`src/rtl/sys_mgr_sync_barrier_if.sv`:
```
// ============================================================================
// Module   : sys_mgr_sync_barrier_if
// Purpose  : Manager/system barrier handshake bundle for sys_mgr_sync_barrier.
// Revision : 1.0 - initial release
// ============================================================================
`default_nettype none

`ifndef MGR_ARRAY_NUM_OF_MGR
`define MGR_ARRAY_NUM_OF_MGR 4
`endif

interface sys_mgr_sync_barrier_if #(
  parameter int NUM_MGR   = `MGR_ARRAY_NUM_OF_MGR,
  parameter int TIMEOUT_W = 16
);
  logic [NUM_MGR-1:0]   mgr__sys__allSynchronized;
  logic [NUM_MGR-1:0]   cfg__sync__enableMask;
  logic [TIMEOUT_W-1:0] cfg__sync__timeout;
  logic                 sys__sync__clearErr;
  logic [NUM_MGR-1:0]   sys__mgr__thisSynchronized;
  logic                 sys__mgr__ready;
  logic                 sys__mgr__complete;
  logic                 sync__sys__timeoutErr;
  logic [NUM_MGR-1:0]   sync__sys__missingMask;
  logic [15:0]          sync__sys__barrierCount;

  modport master (
    output mgr__sys__allSynchronized, cfg__sync__enableMask,
           cfg__sync__timeout, sys__sync__clearErr,
    input  sys__mgr__thisSynchronized, sys__mgr__ready, sys__mgr__complete,
           sync__sys__timeoutErr, sync__sys__missingMask, sync__sys__barrierCount
  );

  modport slave (
    input  mgr__sys__allSynchronized, cfg__sync__enableMask,
           cfg__sync__timeout, sys__sync__clearErr,
    output sys__mgr__thisSynchronized, sys__mgr__ready, sys__mgr__complete,
           sync__sys__timeoutErr, sync__sys__missingMask, sync__sys__barrierCount
  );
endinterface

`default_nettype wire

```
`src/rtl/sys_mgr_sync_barrier.sv`:
```
// ============================================================================
// Module   : sys_mgr_sync_barrier
// Purpose  : Gathers manager barrier requests, releases them together, counts
//            completed barriers and flags managers missing at timeout.
// Revision : 1.0 - initial release
// ============================================================================
`default_nettype none

`ifndef MGR_ARRAY_NUM_OF_MGR
`define MGR_ARRAY_NUM_OF_MGR 4
`endif

module sys_mgr_sync_barrier #(
  parameter int NUM_MGR     = `MGR_ARRAY_NUM_OF_MGR,
  parameter int INIT_CYCLES = 8,
  parameter int TIMEOUT_W   = 16
) (
  input  wire logic             clk,
  input  wire logic             reset_poweron,
  sys_mgr_sync_barrier_if.slave bus
);

  localparam int INIT_W = (INIT_CYCLES < 1) ? 1 : $clog2(INIT_CYCLES + 1);

  typedef enum logic [2:0] {
    S_INIT    = 3'd0,
    S_IDLE    = 3'd1,
    S_GATHER  = 3'd2,
    S_RELEASE = 3'd3,
    S_ERROR   = 3'd4
  } state_t;

  state_t               r_state;
  logic [INIT_W-1:0]    r_init_cnt;
  logic [TIMEOUT_W-1:0] r_tmo_cnt;
  logic [NUM_MGR-1:0]   r_act_mask;
  logic [NUM_MGR-1:0]   r_arrived;
  logic [NUM_MGR-1:0]   r_this_sync;
  logic [NUM_MGR-1:0]   r_missing;
  logic                 r_ready;
  logic                 r_complete;
  logic                 r_timeout_err;
  logic [15:0]          r_barrier_count;

  logic [NUM_MGR-1:0]   w_req_en;
  logic [NUM_MGR-1:0]   w_req_act;
  logic [NUM_MGR-1:0]   w_keep;
  logic                 w_all_in;
  logic                 w_tmo_hit;

  assign w_req_en  = bus.mgr__sys__allSynchronized & bus.cfg__sync__enableMask;
  assign w_req_act = bus.mgr__sys__allSynchronized & r_act_mask;
  // Released managers only ever drop out; a re-raised request waits for IDLE.
  assign w_keep    = r_arrived & bus.mgr__sys__allSynchronized;
  assign w_all_in  = &(r_arrived | ~r_act_mask);
  assign w_tmo_hit = (bus.cfg__sync__timeout != '0) &&
                     (r_tmo_cnt == (bus.cfg__sync__timeout - TIMEOUT_W'(1)));

  always_ff @(posedge clk or posedge reset_poweron) begin
    if (reset_poweron) begin
      r_state         <= S_INIT;
      r_init_cnt      <= '0;
      r_tmo_cnt       <= '0;
      r_act_mask      <= '0;
      r_arrived       <= '0;
      r_this_sync     <= '0;
      r_missing       <= '0;
      r_ready         <= 1'b0;
      r_complete      <= 1'b0;
      r_timeout_err   <= 1'b0;
      r_barrier_count <= '0;
    end else begin
      r_complete <= 1'b0;
      case (r_state)
        S_INIT: begin
          if (r_init_cnt == INIT_W'(INIT_CYCLES)) begin
            r_state <= S_IDLE;
            r_ready <= 1'b1;
          end else begin
            r_init_cnt <= r_init_cnt + INIT_W'(1);
          end
        end
        S_IDLE: begin
          if (|w_req_en) begin
            r_state    <= S_GATHER;
            r_act_mask <= bus.cfg__sync__enableMask;
            r_arrived  <= w_req_en;
            r_tmo_cnt  <= '0;
          end
        end
        S_GATHER: begin
          r_arrived <= r_arrived | w_req_act;
          // Completion is checked first so a last-cycle arrival beats the timeout.
          if (w_all_in) begin
            r_state     <= S_RELEASE;
            r_this_sync <= r_arrived;
            r_tmo_cnt   <= '0;
          end else if (w_tmo_hit) begin
            r_state       <= S_ERROR;
            r_missing     <= r_act_mask & ~r_arrived;
            r_timeout_err <= 1'b1;
            r_this_sync   <= '0;
            r_tmo_cnt     <= '0;
          end else begin
            r_tmo_cnt <= r_tmo_cnt + TIMEOUT_W'(1);
          end
        end
        S_RELEASE: begin
          r_arrived   <= w_keep;
          r_this_sync <= w_keep;
          if (w_keep == '0) begin
            r_state         <= S_IDLE;
            r_complete      <= 1'b1;
            r_barrier_count <= r_barrier_count + 16'd1;
          end
        end
        S_ERROR: begin
          if (bus.sys__sync__clearErr) begin
            r_state       <= S_IDLE;
            r_arrived     <= '0;
            r_timeout_err <= 1'b0;
            r_missing     <= '0;
          end
        end
        default: r_state <= S_INIT;
      endcase
    end
  end

  assign bus.sys__mgr__thisSynchronized = r_this_sync;
  assign bus.sys__mgr__ready            = r_ready;
  assign bus.sys__mgr__complete         = r_complete;
  assign bus.sync__sys__timeoutErr      = r_timeout_err;
  assign bus.sync__sys__missingMask     = r_missing;
  assign bus.sync__sys__barrierCount    = r_barrier_count;

endmodule

`default_nettype wire

```
`src/flat_wrapper.sv`:
```
// flat-port wrapper written by rule: the top's interface ports become plain ports
module sys_mgr_sync_barrier_flat 
#(
  parameter int NUM_MGR     = `MGR_ARRAY_NUM_OF_MGR,
  parameter int INIT_CYCLES = 8,
  parameter int TIMEOUT_W   = 16
)
  (clk, reset_poweron, bus_mgr__sys__allSynchronized, bus_cfg__sync__enableMask, bus_cfg__sync__timeout, bus_sys__sync__clearErr, bus_sys__mgr__thisSynchronized, bus_sys__mgr__ready, bus_sys__mgr__complete, bus_sync__sys__timeoutErr, bus_sync__sys__missingMask, bus_sync__sys__barrierCount);
  sys_mgr_sync_barrier_if #(.NUM_MGR(NUM_MGR), .TIMEOUT_W(TIMEOUT_W)) bus_i ();
  input  wire logic clk;
  input  wire logic reset_poweron;
  input wire logic [$bits(bus_i.mgr__sys__allSynchronized)-1:0] bus_mgr__sys__allSynchronized;
  input wire logic [$bits(bus_i.cfg__sync__enableMask)-1:0] bus_cfg__sync__enableMask;
  input wire logic [$bits(bus_i.cfg__sync__timeout)-1:0] bus_cfg__sync__timeout;
  input wire logic [$bits(bus_i.sys__sync__clearErr)-1:0] bus_sys__sync__clearErr;
  output wire logic [$bits(bus_i.sys__mgr__thisSynchronized)-1:0] bus_sys__mgr__thisSynchronized;
  output wire logic [$bits(bus_i.sys__mgr__ready)-1:0] bus_sys__mgr__ready;
  output wire logic [$bits(bus_i.sys__mgr__complete)-1:0] bus_sys__mgr__complete;
  output wire logic [$bits(bus_i.sync__sys__timeoutErr)-1:0] bus_sync__sys__timeoutErr;
  output wire logic [$bits(bus_i.sync__sys__missingMask)-1:0] bus_sync__sys__missingMask;
  output wire logic [$bits(bus_i.sync__sys__barrierCount)-1:0] bus_sync__sys__barrierCount;
  assign bus_i.mgr__sys__allSynchronized = bus_mgr__sys__allSynchronized;
  assign bus_i.cfg__sync__enableMask = bus_cfg__sync__enableMask;
  assign bus_i.cfg__sync__timeout = bus_cfg__sync__timeout;
  assign bus_i.sys__sync__clearErr = bus_sys__sync__clearErr;
  assign bus_sys__mgr__thisSynchronized = bus_i.sys__mgr__thisSynchronized;
  assign bus_sys__mgr__ready = bus_i.sys__mgr__ready;
  assign bus_sys__mgr__complete = bus_i.sys__mgr__complete;
  assign bus_sync__sys__timeoutErr = bus_i.sync__sys__timeoutErr;
  assign bus_sync__sys__missingMask = bus_i.sync__sys__missingMask;
  assign bus_sync__sys__barrierCount = bus_i.sync__sys__barrierCount;
  sys_mgr_sync_barrier #(.NUM_MGR(NUM_MGR), .INIT_CYCLES(INIT_CYCLES), .TIMEOUT_W(TIMEOUT_W)) u_core (.clk(clk), .reset_poweron(reset_poweron), .bus(bus_i));
endmodule
```
`config.mk`:
```
export PLATFORM = sky130hd
export DESIGN_NAME = sys_mgr_sync_barrier_flat
export DESIGN_NICKNAME = d
export VERILOG_FILES = /design/src/rtl/sys_mgr_sync_barrier_if.sv /design/src/rtl/sys_mgr_sync_barrier.sv /design/src/flat_wrapper.sv
export SDC_FILE = /design/constraint.sdc
export NUM_CORES = 1
export LEC_CHECK = 0
export BUFFER_PORTS_ARGS = -buffer_cell sky130_fd_sc_hd__buf_2
export CAP_MARGIN = 20
export CORE_UTILIZATION = 55
export CTS_BUF_LIST = sky130_fd_sc_hd__clkbuf_16
export CTS_CLUSTER_DIAMETER = 50
export DETAILED_ROUTE_END_ITERATION = 7
export PLACE_DENSITY = 0.77
export SYNTH_ARGS = -nofsm -noshare
export SYNTH_HDL_FRONTEND = slang
export SYNTH_SLANG_ARGS = --single-unit
```
`constraint.sdc`:
```
create_clock -name clk -period 2.7 [get_ports clk]
set_clock_uncertainty 0.15 [all_clocks]
set_input_delay 0.135 -clock clk [delete_from_list [all_inputs] [get_ports clk]]
set_output_delay 0.135 -clock clk [all_outputs]
set_load 0.03 [all_outputs]
```
==> impl_metrics.json, run 1 <==
{
  "end_kind": "flip-flop",
  "die_w_um": 83.4,
  "maxSlewViolCount": 0,
  "power_density_nw_per_um2": 808,
  "synth_top_cell_area_share_pct": 39.8,
  "drc": 0,
  "vias": 3226,
  "finalHoldViolCount": 0,
  "synthArstFlopShare_pct": 100,
  "crit_path_start": "bus_cfg__sync__timeout[0]",
  "slew_headroom_pct": 42.1,
  "numCtsBuffers": 9,
  "tns_ps": 0,
  "rows": 29,
  "drv_cap": 0,
  "postPlaceCellArea_um2": 4110,
  "ys_seq_area_share_pct": 39.8,
  "synth_nets": 427,
  "met3_usage_pct": 3.28,
  "io_pins": 54,
  "drive_gt1_share_pct": 22.5,
  "crit_fanout": 8,
  "period_needed_ps": 2450,
  "htreeDepth": 3,
  "synthFlopType": "dfrtp_1",
  "antenna_left": 0,
  "setup_violations": 0,
  "io_buffers": 53,
  "cts.reportedPaths.clkPinSlew_ps": 50,
  "fill_cells": 501,
  "synth-seq-cells": 58,
  "via_per_inst": 5.79,
  "worstMarginPinSlew_ps": 847,
  "start_kind": "input port",
  "syn_avg_cell_area_um2": 9.23,
  "coreArea_um2": 6390,
  "dp_hpwl_um": 5970,
  "clkLatencyLatePin_ps": 320,
  "synth.distinct_cells": 54,
  "status": "finished, final reports clean",
  "met2_usage_pct": 40.8,
  "nets": 507,
  "irDropWorstVdd_mv": 0.877,
  "p_leak_nw": 2.09,
  "syn_inst": 395,
  "clock.fmax_ghz": 0.409,
  "wirelength_um": 8280,
  "slowest_stage": "or4b_4",
  "slowest_delay_ps": 530,
  "syn2layout_area_growth_pct": 22.3,
  "cts_tree": "built",
  "holdCritPathClass": "in2async",
  "grt_use_met1_pct": 33.6,
  "fin_cells": 557,
  "die_area_um2": 6960,
  "gp_congestion": 0.858,
  "dp_cells": 531,
  "rsz0062_at_grt": "no",
  "post-route-period-util_pct": 90.6,
  "detail_route.iter0.violations": 130,
  "grt_overflow": 0,
  "required_ps": 2790,
  "grt_max_degree": 59,
  "place_ws_ps": -53.5,
  "synth_area_um2": 3650,
  "synth_area_leader_cell": "dfrtp_1",
  "initial_core_util_pct": 57.1,
  "chipHeight_um": 83.4,
  "synth.area.top_cells": "dfrtp_1 (40%), xnor2_1 (6.7%), nand2_1 (4.7%)",
  "synth_warnings": 0,
  "p_total_mw": 3.60,
  "top_usage_layer": "met2",
  "crit_type": "in2reg",
  "grt_usage_pct": 25.1,
  "clockRootBuffer": "clkbuf_16",
  "wl_per_cell_um": 14.9,
  "antenna_found_initial": 0,
  "cp.arrival_ps": 2530,
  "final_area_um2": 4460,
  "grt_pass1_wl_um": 13900,
  "clock_sinks": 58,
  "synth_edf_count": 0,
  "worstReg2RegStart": "u_core.r_tmo_cnt[3]$_DFFE_PP0P_",
  "clockBufferDepth": 2,
  "diodes": 0,
  "drtPass1Iterations": 4,
  "layout_setup_ws_ps": 255,
  "crit_chain": "buf_2 > inv_1 > ha_1 > or4b_4 > o21a_1 > or3_1 > a31oi_2 > o211ai_4 > nor3_4 > buf_4 > mux2i_1",
  "grt_pass1_vias": 2989
}
[cells in the mapped netlist (3+ instances only)]
cell and number:
dfrtp_1 58, o21ai_0 14, mux2i_1 6, nand3_1 34, nand3b_1 3, inv_1 13
a21oi_1 6, nand2b_1 6, o211ai_1 6, ha_1 5, nor2_1 21, nor2b_1 5
a22o_1 13, nor3_1 20, nand2_1 46, a21o_1 5, clkbuf_1 12, xor2_1 16
and3_1 5, a211o_1 4, xnor2_1 28, nand4_1 13, mux2_2 8, or4_1 3
or3_1 4, nor4_1 3, a22oi_1 4
[cell type report]
type,count,area [µm²],share of cell area [%]
flip-flops and latches,58,1450,32.5
inverters,13,48.8,1.09
clock buffers,9,225,5.05
multi-input cells,308,2070,46.3
repair buffers,85,543,12.2
clock inverters,7,30.0,0.673
well taps,77,96.3,2.16
[flip-flops by register name, summed over array words and instances (netlist names)]
register,cells
u_core.bus.sync__sys__barrierCount,16
u_core.r_init_cnt,4
u_core.r_arrived,4
u_core.r_act_mask,4
u_core.bus.sys__mgr__ready,1
u_core.r_state,3
u_core.bus.sys__mgr__complete,1
u_core.bus.sync__sys__missingMask,4
u_core.r_tmo_cnt,16
u_core.bus.sys__mgr__thisSynchronized,4
u_core.bus.sync__sys__timeoutErr,1
[final timing paths]
path / slack [ps] / depth (start not counted) / endpoint
setup / recovery: 250 / 11 / u_core.bus.sync__sys__missingMask[3]$_DFFE_PP0P_
hold / removal: 260 / 4 / u_core.bus.sync__sys__barrierCount[10]$_DFFE_PP0P_
setup reg to reg: 280 / 8 / u_core.bus.sync__sys__missingMask[3]$_DFFE_PP0P_
hold reg to reg: 320 / 1 / u_core.r_init_cnt[3]$_DFFE_PP0P_
max in group asynchronous: 1870 / 4 / u_core.r_tmo_cnt[4]$_DFFE_PP0P_
min in group clk: 320 / 1 / u_core.r_init_cnt[3]$_DFFE_PP0P_
[placed cells by master (no fill, tap or decap), types with 3 or more instances in the layout]
cell           instances
a211o_1                4
buf_4                 21
o21ai_0               14
xor2_1                16
nor2b_1                5
nand4_1               13
ha_1                   5
a21o_1                 5
a22o_1                13
inv_1                 15
nand2_1               46
a21oi_1                6
nor2_1                21
nand3b_1               3
clkbuf_16              9
dlygate4sd3_1         10
nor4_1                 3
nor3_1                20
nand3_1               34
o211ai_1               6
a22oi_1                4
xnor2_1               28
dfrtp_1               58
mux2i_1                6
clkinv_2               3
nand2b_1               6
mux2_2                 8
or3_1                  4
and3_1                 5
or4_1                  3
buf_2                 53
[critical path, delay by kind of cell]
family / cells / cell delay [ps]
muxes: 1 / 220
adders and majority gates: 1 / 150
AOI/OAI and AO/OA: 3 / 620
and+or+nand+nor: 3 / 1050
buffers and inverters: 3 / 350
[per-layer routing]
layer	part of all wire, %	routed length, µm
met4	1.8	147
met1	45	3710
met5	0	0
met2	49	4050
met3	4.5	370
[where the power goes]
group | leakage [nW] | switching (mW) | total (mW) | internal (mW)
Clock | 0.140 | 0.369 | 0.968 | 0.600
Combinational | 1.19 | 0.789 | 1.34 | 0.548
Sequential | 0.760 | 0.230 | 1.30 | 1.07
[repair_timing]
| item | CTS | global route |
|---|---|---|
| hold endpoints to repair | 68 | 0 |
| resized for setup | 0 | 0 |
| setup buffers | 0 | 0 |
| hold buffers | 10 | 0 |
[logic make-up (layout without fill, tap and decap cells)]
| kind of cell | after synthesis | after routing | share of synthesized area, % |
|---|---|---|---|
| simple gates | 176 | 176 | 26.1 |
| compound gates | 69 | 69 | 14.1 |
| flops | 58 | 58 | 39.8 |
| xor+xnor | 44 | 44 | 10.6 |
| buf+inv | 29 | 114 | 3.53 |
| mux | 14 | 14 | 4.12 |
| fa+ha+maj | 5 | 5 | 1.72 |
[through the flow]
step	util, %	hold slack, ps
2_1_floorplan	-	81.1
3_3_place_gp	64.3	63.9
3_5_place_dp	64.3	68.3
4_1_cts	69.9	291
5_1_grt	69.9	312
6_report	69.9	265
No activity file was read; power rests on OpenSTA's default activity.
==> inputs of run 2 (changes only) <==
- MAX_ROUTING_LAYER: not set -> met4
- clock period: 2.7 -> 2.9 ns (I/O delays scaled with it)
==> run 2 against run 1 <==
Utilization decreased by 1.0 points. Clock-buffer cell count did not move. Critical endpoint is now u_core.bus.sync__sys__missingMask[1]$_DFFE_PP0P_. Final area decreased by 1.4%. Non-clock buffer count is 11 lower. First-iteration DRC count increased by 27%. Combinational power fell by 9.7%. Die area unchanged. Wire length is 2.0% lower. Global-route usage is 0.42 points higher. Sequential power decreased by 6%. Sequential cell count unchanged.
==> impl_metrics.json, run 2 (same netlist as run 1, synthesis figures left out) <==
{
  "status": "finished, final reports clean",
  "period_needed_ps": 2600,
  "clock_sinks": 58,
  "power_density_nw_per_um2": 779,
  "worstHoldPathCells": 1,
  "clkLatencyLatePin_ps": 320,
  "die_w_um": 83.4,
  "crit_fanout": 11,
  "cts.reportedPaths.clkPinSlew_ps": 50,
  "rows": 29,
  "end_kind": "flip-flop",
  "grt_max_degree": 32,
  "hold_start": "u_core.bus.sys__mgr__ready$_DFFE_PP0P_",
  "p_total_mw": 3.43,
  "start_kind": "input port",
  "syn2layout_area_growth_pct": 20.6,
  "worstReg2RegStart": "u_core.r_state[0]$_DFFE_PP0P_",
  "drtPass1Iterations": 5,
  "postPlaceCellArea_um2": 4010,
  "rr_endpoint": "u_core.r_tmo_cnt[9]$_DFFE_PP0P_",
  "vias": 3180,
  "initial_core_util_pct": 57.1,
  "antenna_found_initial": 0,
  "htreeDepth": 3,
  "final_cell_mix": "dfrtp_1 (58), buf_2 (53), nand2_1 (46)",
  "maxSlewViolCount": 0,
  "final_area_um2": 4400,
  "crit_type": "in2reg",
  "slew_headroom_pct": 49.7,
  "reg2reg_depth": 6,
  "clockRootBuffer": "clkbuf_16",
  "coreArea_um2": 6390,
  "drc": 0,
  "grt_pass1_vias": 2979,
  "layout_setup_ws_ps": 305,
  "io_buffers": 53,
  "die_area_um2": 6960,
  "drv_cap": 0,
  "worstMarginPinSlew_ps": 736,
  "clock.fmax_ghz": 0.385,
  "rsz0062_at_grt": "no",
  "grt_pass1_wl_um": 13700,
  "gp_congestion": 0.821,
  "final_common_cell": "dfrtp_1",
  "via_per_inst": 5.82,
  "antenna_left": 0,
  "clockBufferDepth": 2,
  "post-route-period-util_pct": 89.5,
  "diodes": 0,
  "required_ps": 2990,
  "tns_ps": 0,
  "cp.arrival_ps": 2690,
  "finalHoldViolCount": 0,
  "fill_cells": 489,
  "p_leak_nw": 2.03,
  "whs_ps": 298,
  "nets": 496,
  "utilization_pct": 68.9,
  "dp_cells": 520,
  "place_ws_ps": -23.0,
  "irDropWorstVdd_mv": 0.546,
  "drive_gt1_share_pct": 20.9,
  "detail_route.iter0.violations": 165,
  "wirelength_um": 8120,
  "cts_tree": "built",
  "numCtsBuffers": 9,
  "wl_per_cell_um": 14.9,
  "fin_cells": 546,
  "hold_path_end": "u_core.bus.sys__mgr__ready$_DFFE_PP0P_",
  "chipHeight_um": 83.4,
  "r2r_slack_ps": 390,
  "grt_overflow": 0,
  "grt_usage_pct": 25.5,
  "dp_hpwl_um": 5800,
  "setup_violations": 0,
  "holdCritPathClass": "reg2reg",
  "io_pins": 54
}
## run 2: report_power, final
part	switching [mW]	internal, mW
clock	0.345	0.652
combinational	0.711	0.495
sequential	0.228	0.994
total	1.28	2.14
## run 2: cell type report
class | instances | area [µm²] | share of cell area (%)
Multi-Input combinational cell | 308 | 2070 | 47.0
Sequential cell | 58 | 1450 | 33.0
Timing Repair Buffer | 74 | 448 | 10.2
Clock buffer | 9 | 225 | 5.12
Tap cell | 77 | 96.3 | 2.19
Clock inverter | 7 | 61.3 | 1.39
Inverter | 13 | 48.8 | 1.11
## run 2: how the worst max path moves through the flow
stage | from | slack, ps | endpoint | depth (start not counted)
floorplan | bus_cfg__sync__timeout[0] | 350 | u_core.r_tmo_cnt[2]$_DFFE_PP0P_ | 9
global placement | bus_cfg__sync__timeout[0] | 90 | u_core.bus.sync__sys__missingMask[3]$_DFFE_PP0P_ | 10
detailed placement | bus_cfg__sync__timeout[0] | -20 | u_core.bus.sync__sys__missingMask[3]$_DFFE_PP0P_ | 10
CTS | bus_cfg__sync__timeout[0] | 310 | u_core.bus.sync__sys__missingMask[1]$_DFFE_PP0P_ | 10
global route | bus_cfg__sync__timeout[0] | 110 | u_core.bus.sync__sys__missingMask[1]$_DFFE_PP0P_ | 10
finish | bus_cfg__sync__timeout[0] | 300 | u_core.bus.sync__sys__missingMask[1]$_DFFE_PP0P_ | 10
## run 2: per-layer routing
layer	vias up	track usage (%)	routed length (µm)
li1	1566	-	-
met1	1513	33.4	3810
met2	92	39.5	3860
met3	9	4.57	343
met4	0	10.3	106
met5	-	-	0
## run 2: timing repair
item / in CTS / in global routing
hold buffers: 10 / 0
buffers inserted: 0 / 0
endpoints found under the setup margin: 0 / 0
endpoints found under the hold margin: 39 / 0
resized for setup: 0 / 0
## run 2: worst max-delay path, cell delays in order
cell	delay, ps
buf_2	120
inv_1	50
ha_1	200
or4b_4	570
o21a_1	200
or3_1	350
a31oi_2	280
o211ai_4	180
nor3_4	330
mux2i_1	230
==> inputs of run 3 (changes only) <==
- CORE_UTILIZATION: 55 -> 30
- PLACE_DENSITY: 0.77 -> not set
==> run 3 against run 2 <==
The flow now finishes with violations (DRC). Critical path depth unchanged. Critical path type unchanged. Clock power down 8.9%. Combinational power about the same. Non-clock buffer count up 1. Sequential cell count unchanged. Highest routed layer unchanged.
==> impl_metrics.json, run 3 (same netlist as run 1, synthesis figures left out) <==
{
  "status": "finished, violations left",
  "failed_checks": "DRC",
  "crit_fanout": 11,
  "fin_cells": 613,
  "postPlaceCellArea_um2": 4130,
  "drc": 3,
  "rows": 39,
  "diodes": 0,
  "io_pins": 54,
  "end_kind": "flip-flop",
  "reg2reg_depth": 7,
  "grt_usage_pct": 15.3,
  "layout_setup_ws_ps": 297,
  "nets": 497,
  "syn2layout_area_growth_pct": 22.8,
  "wl_per_cell_um": 14.3,
  "dp_cells": 587,
  "power_frac_comb_pct": 36.8,
  "p_seq_share_pct": 36.0,
  "grt_max_degree": 33,
  "dp_hpwl_um": 6360,
  "clockRootBuffer": "clkbuf_16",
  "holdCritPathClass": "in2async",
  "via_per_inst": 5.19,
  "post-route-period-util_pct": 89.8,
  "wirelength_um": 8750,
  "period_needed_ps": 2600,
  "grt_pass1_vias": 3020,
  "finalHoldViolCount": 0,
  "slew_headroom_pct": 48.9,
  "required_ps": 2990,
  "final_area_um2": 4480,
  "cts_tree": "built",
  "final_common_cell": "dfrtp_1",
  "final_cell_mix": "dfrtp_1 (58), buf_2 (53), nand2_1 (46)",
  "htreeDepth": 3,
  "power_density_nw_per_um2": 746,
  "initial_core_util_pct": 31.4,
  "clkLatencyLatePin_ps": 330,
  "drive_gt1_share_pct": 20.6,
  "clock.fmax_ghz": 0.384,
  "crit_chain": "buf_2 > inv_1 > ha_1 > or4b_4 > o21a_1 > or3_1 > a31oi_2 > o211ai_4 > nor3_4 > mux2i_1",
  "grt_pass1_wl_um": 14900,
  "antenna_found_initial": 0,
  "rsz0062_at_grt": "no",
  "clock_sinks": 58,
  "fill_cells": 1169,
  "gp_congestion": 0.787,
  "pwr-share-clk_pct": 27.2,
  "switchingPower_mw": 1.29,
  "p_int_mw": 2.06,
  "cp.arrival_ps": 2690,
  "antenna_left": 0,
  "cts.reportedPaths.clkPinSlew_ps": 60,
  "maxSlewViolCount": 0,
  "worstMarginPinSlew_ps": 747,
  "switching_share_pct": 38.5,
  "io_buffers": 53,
  "tns_ps": 0,
  "die_w_um": 112,
  "slowest_stage": "or4b_4",
  "irDropWorstVdd_mv": 0.459,
  "detail_route.iter0.violations": 182,
  "slowest_delay_ps": 570,
  "place_ws_ps": -28.0,
  "coreArea_um2": 11600,
  "grt_overflow": 0,
  "drtPass1Iterations": 6,
  "vias": 3182,
  "p_leak_nw": 2.04,
  "chipHeight_um": 112,
  "numCtsBuffers": 9,
  "crit_type": "in2reg",
  "setup_violations": 0,
  "die_area_um2": 12600,
  "drv_cap": 0,
  "start_kind": "input port",
  "clockBufferDepth": 2
}
## run 3: cell type report
type	count	area, µm²	share of cell area, %
timing repair buffer	75	480	10.7
sequential	58	1450	32.4
tap	143	179	3.99
clock buffer	9	225	5.03
inverter	13	48.8	1.09
multi-input combinational	308	2070	46.1
clock inverter	7	28.8	0.642
## run 3: final timing paths
| path | from | endpoint | slack (ps) |
|---|---|---|---|
| min in group clk | u_core.bus.sys__mgr__ready$_DFFE_PP0P_ | u_core.bus.sys__mgr__ready$_DFFE_PP0P_ | 320 |
| max | bus_cfg__sync__timeout[0] | u_core.bus.sync__sys__missingMask[1]$_DFFE_PP0P_ | 300 |
| min | reset_poweron | u_core.r_tmo_cnt[6]$_DFFE_PP0P_ | 320 |
| max reg2reg | u_core.r_tmo_cnt[3]$_DFFE_PP0P_ | u_core.bus.sync__sys__missingMask[1]$_DFFE_PP0P_ | 360 |
| max in group asynchronous | reset_poweron | u_core.bus.sys__mgr__thisSynchronized[2]$_DFFE_PP0P_ | 1680 |
| min reg2reg | u_core.bus.sys__mgr__ready$_DFFE_PP0P_ | u_core.bus.sys__mgr__ready$_DFFE_PP0P_ | 320 |
## run 3: what timing repair did
item | in CTS | in global routing
hold buffers | 10 | 0
endpoints found under the hold margin | 36 | 0
buffers inserted | 0 | 0
gates resized for setup | 0 | 0
## run 3: metrics by stage
stage,hold WS [ps],utilization (%),power (mW)
global route,353,38.6,3.59
finish,316,38.6,3.34
floorplan,91.1,-,2.07
global placement,112,35.5,2.42
detailed placement,117,35.5,2.44
CTS,321,38.6,3.38
## run 3: worst max-delay path: cells and delay by family
family	cells	cell delay (ps)
and+or+nand+nor	3	1290
adders and majority gates	1	200
AOI/OAI and AO/OA	3	630
buffers and inverters	2	180
muxes	1	240
## run 3: power by group through the flow
stage | Sequential [mW] | Combinational (mW) | Clock (mW)
floorplan | 1.28 | 0.787 | 0
global placement | 1.20 | 1.21 | 0
detailed placement | 1.21 | 1.23 | 0
CTS | 1.20 | 1.24 | 0.935
global route | 1.23 | 1.38 | 0.976
finish | 1.20 | 1.23 | 0.908
## run 3: layer usage
layer  up-vias  share of wire, %  GRT usage [%]
met5         -                 0              -
li1       1567                 -              -
met2        81                45           22.7
met1      1518                48           20.2
met4         0               1.9           5.96
met3        16               4.8           3.56
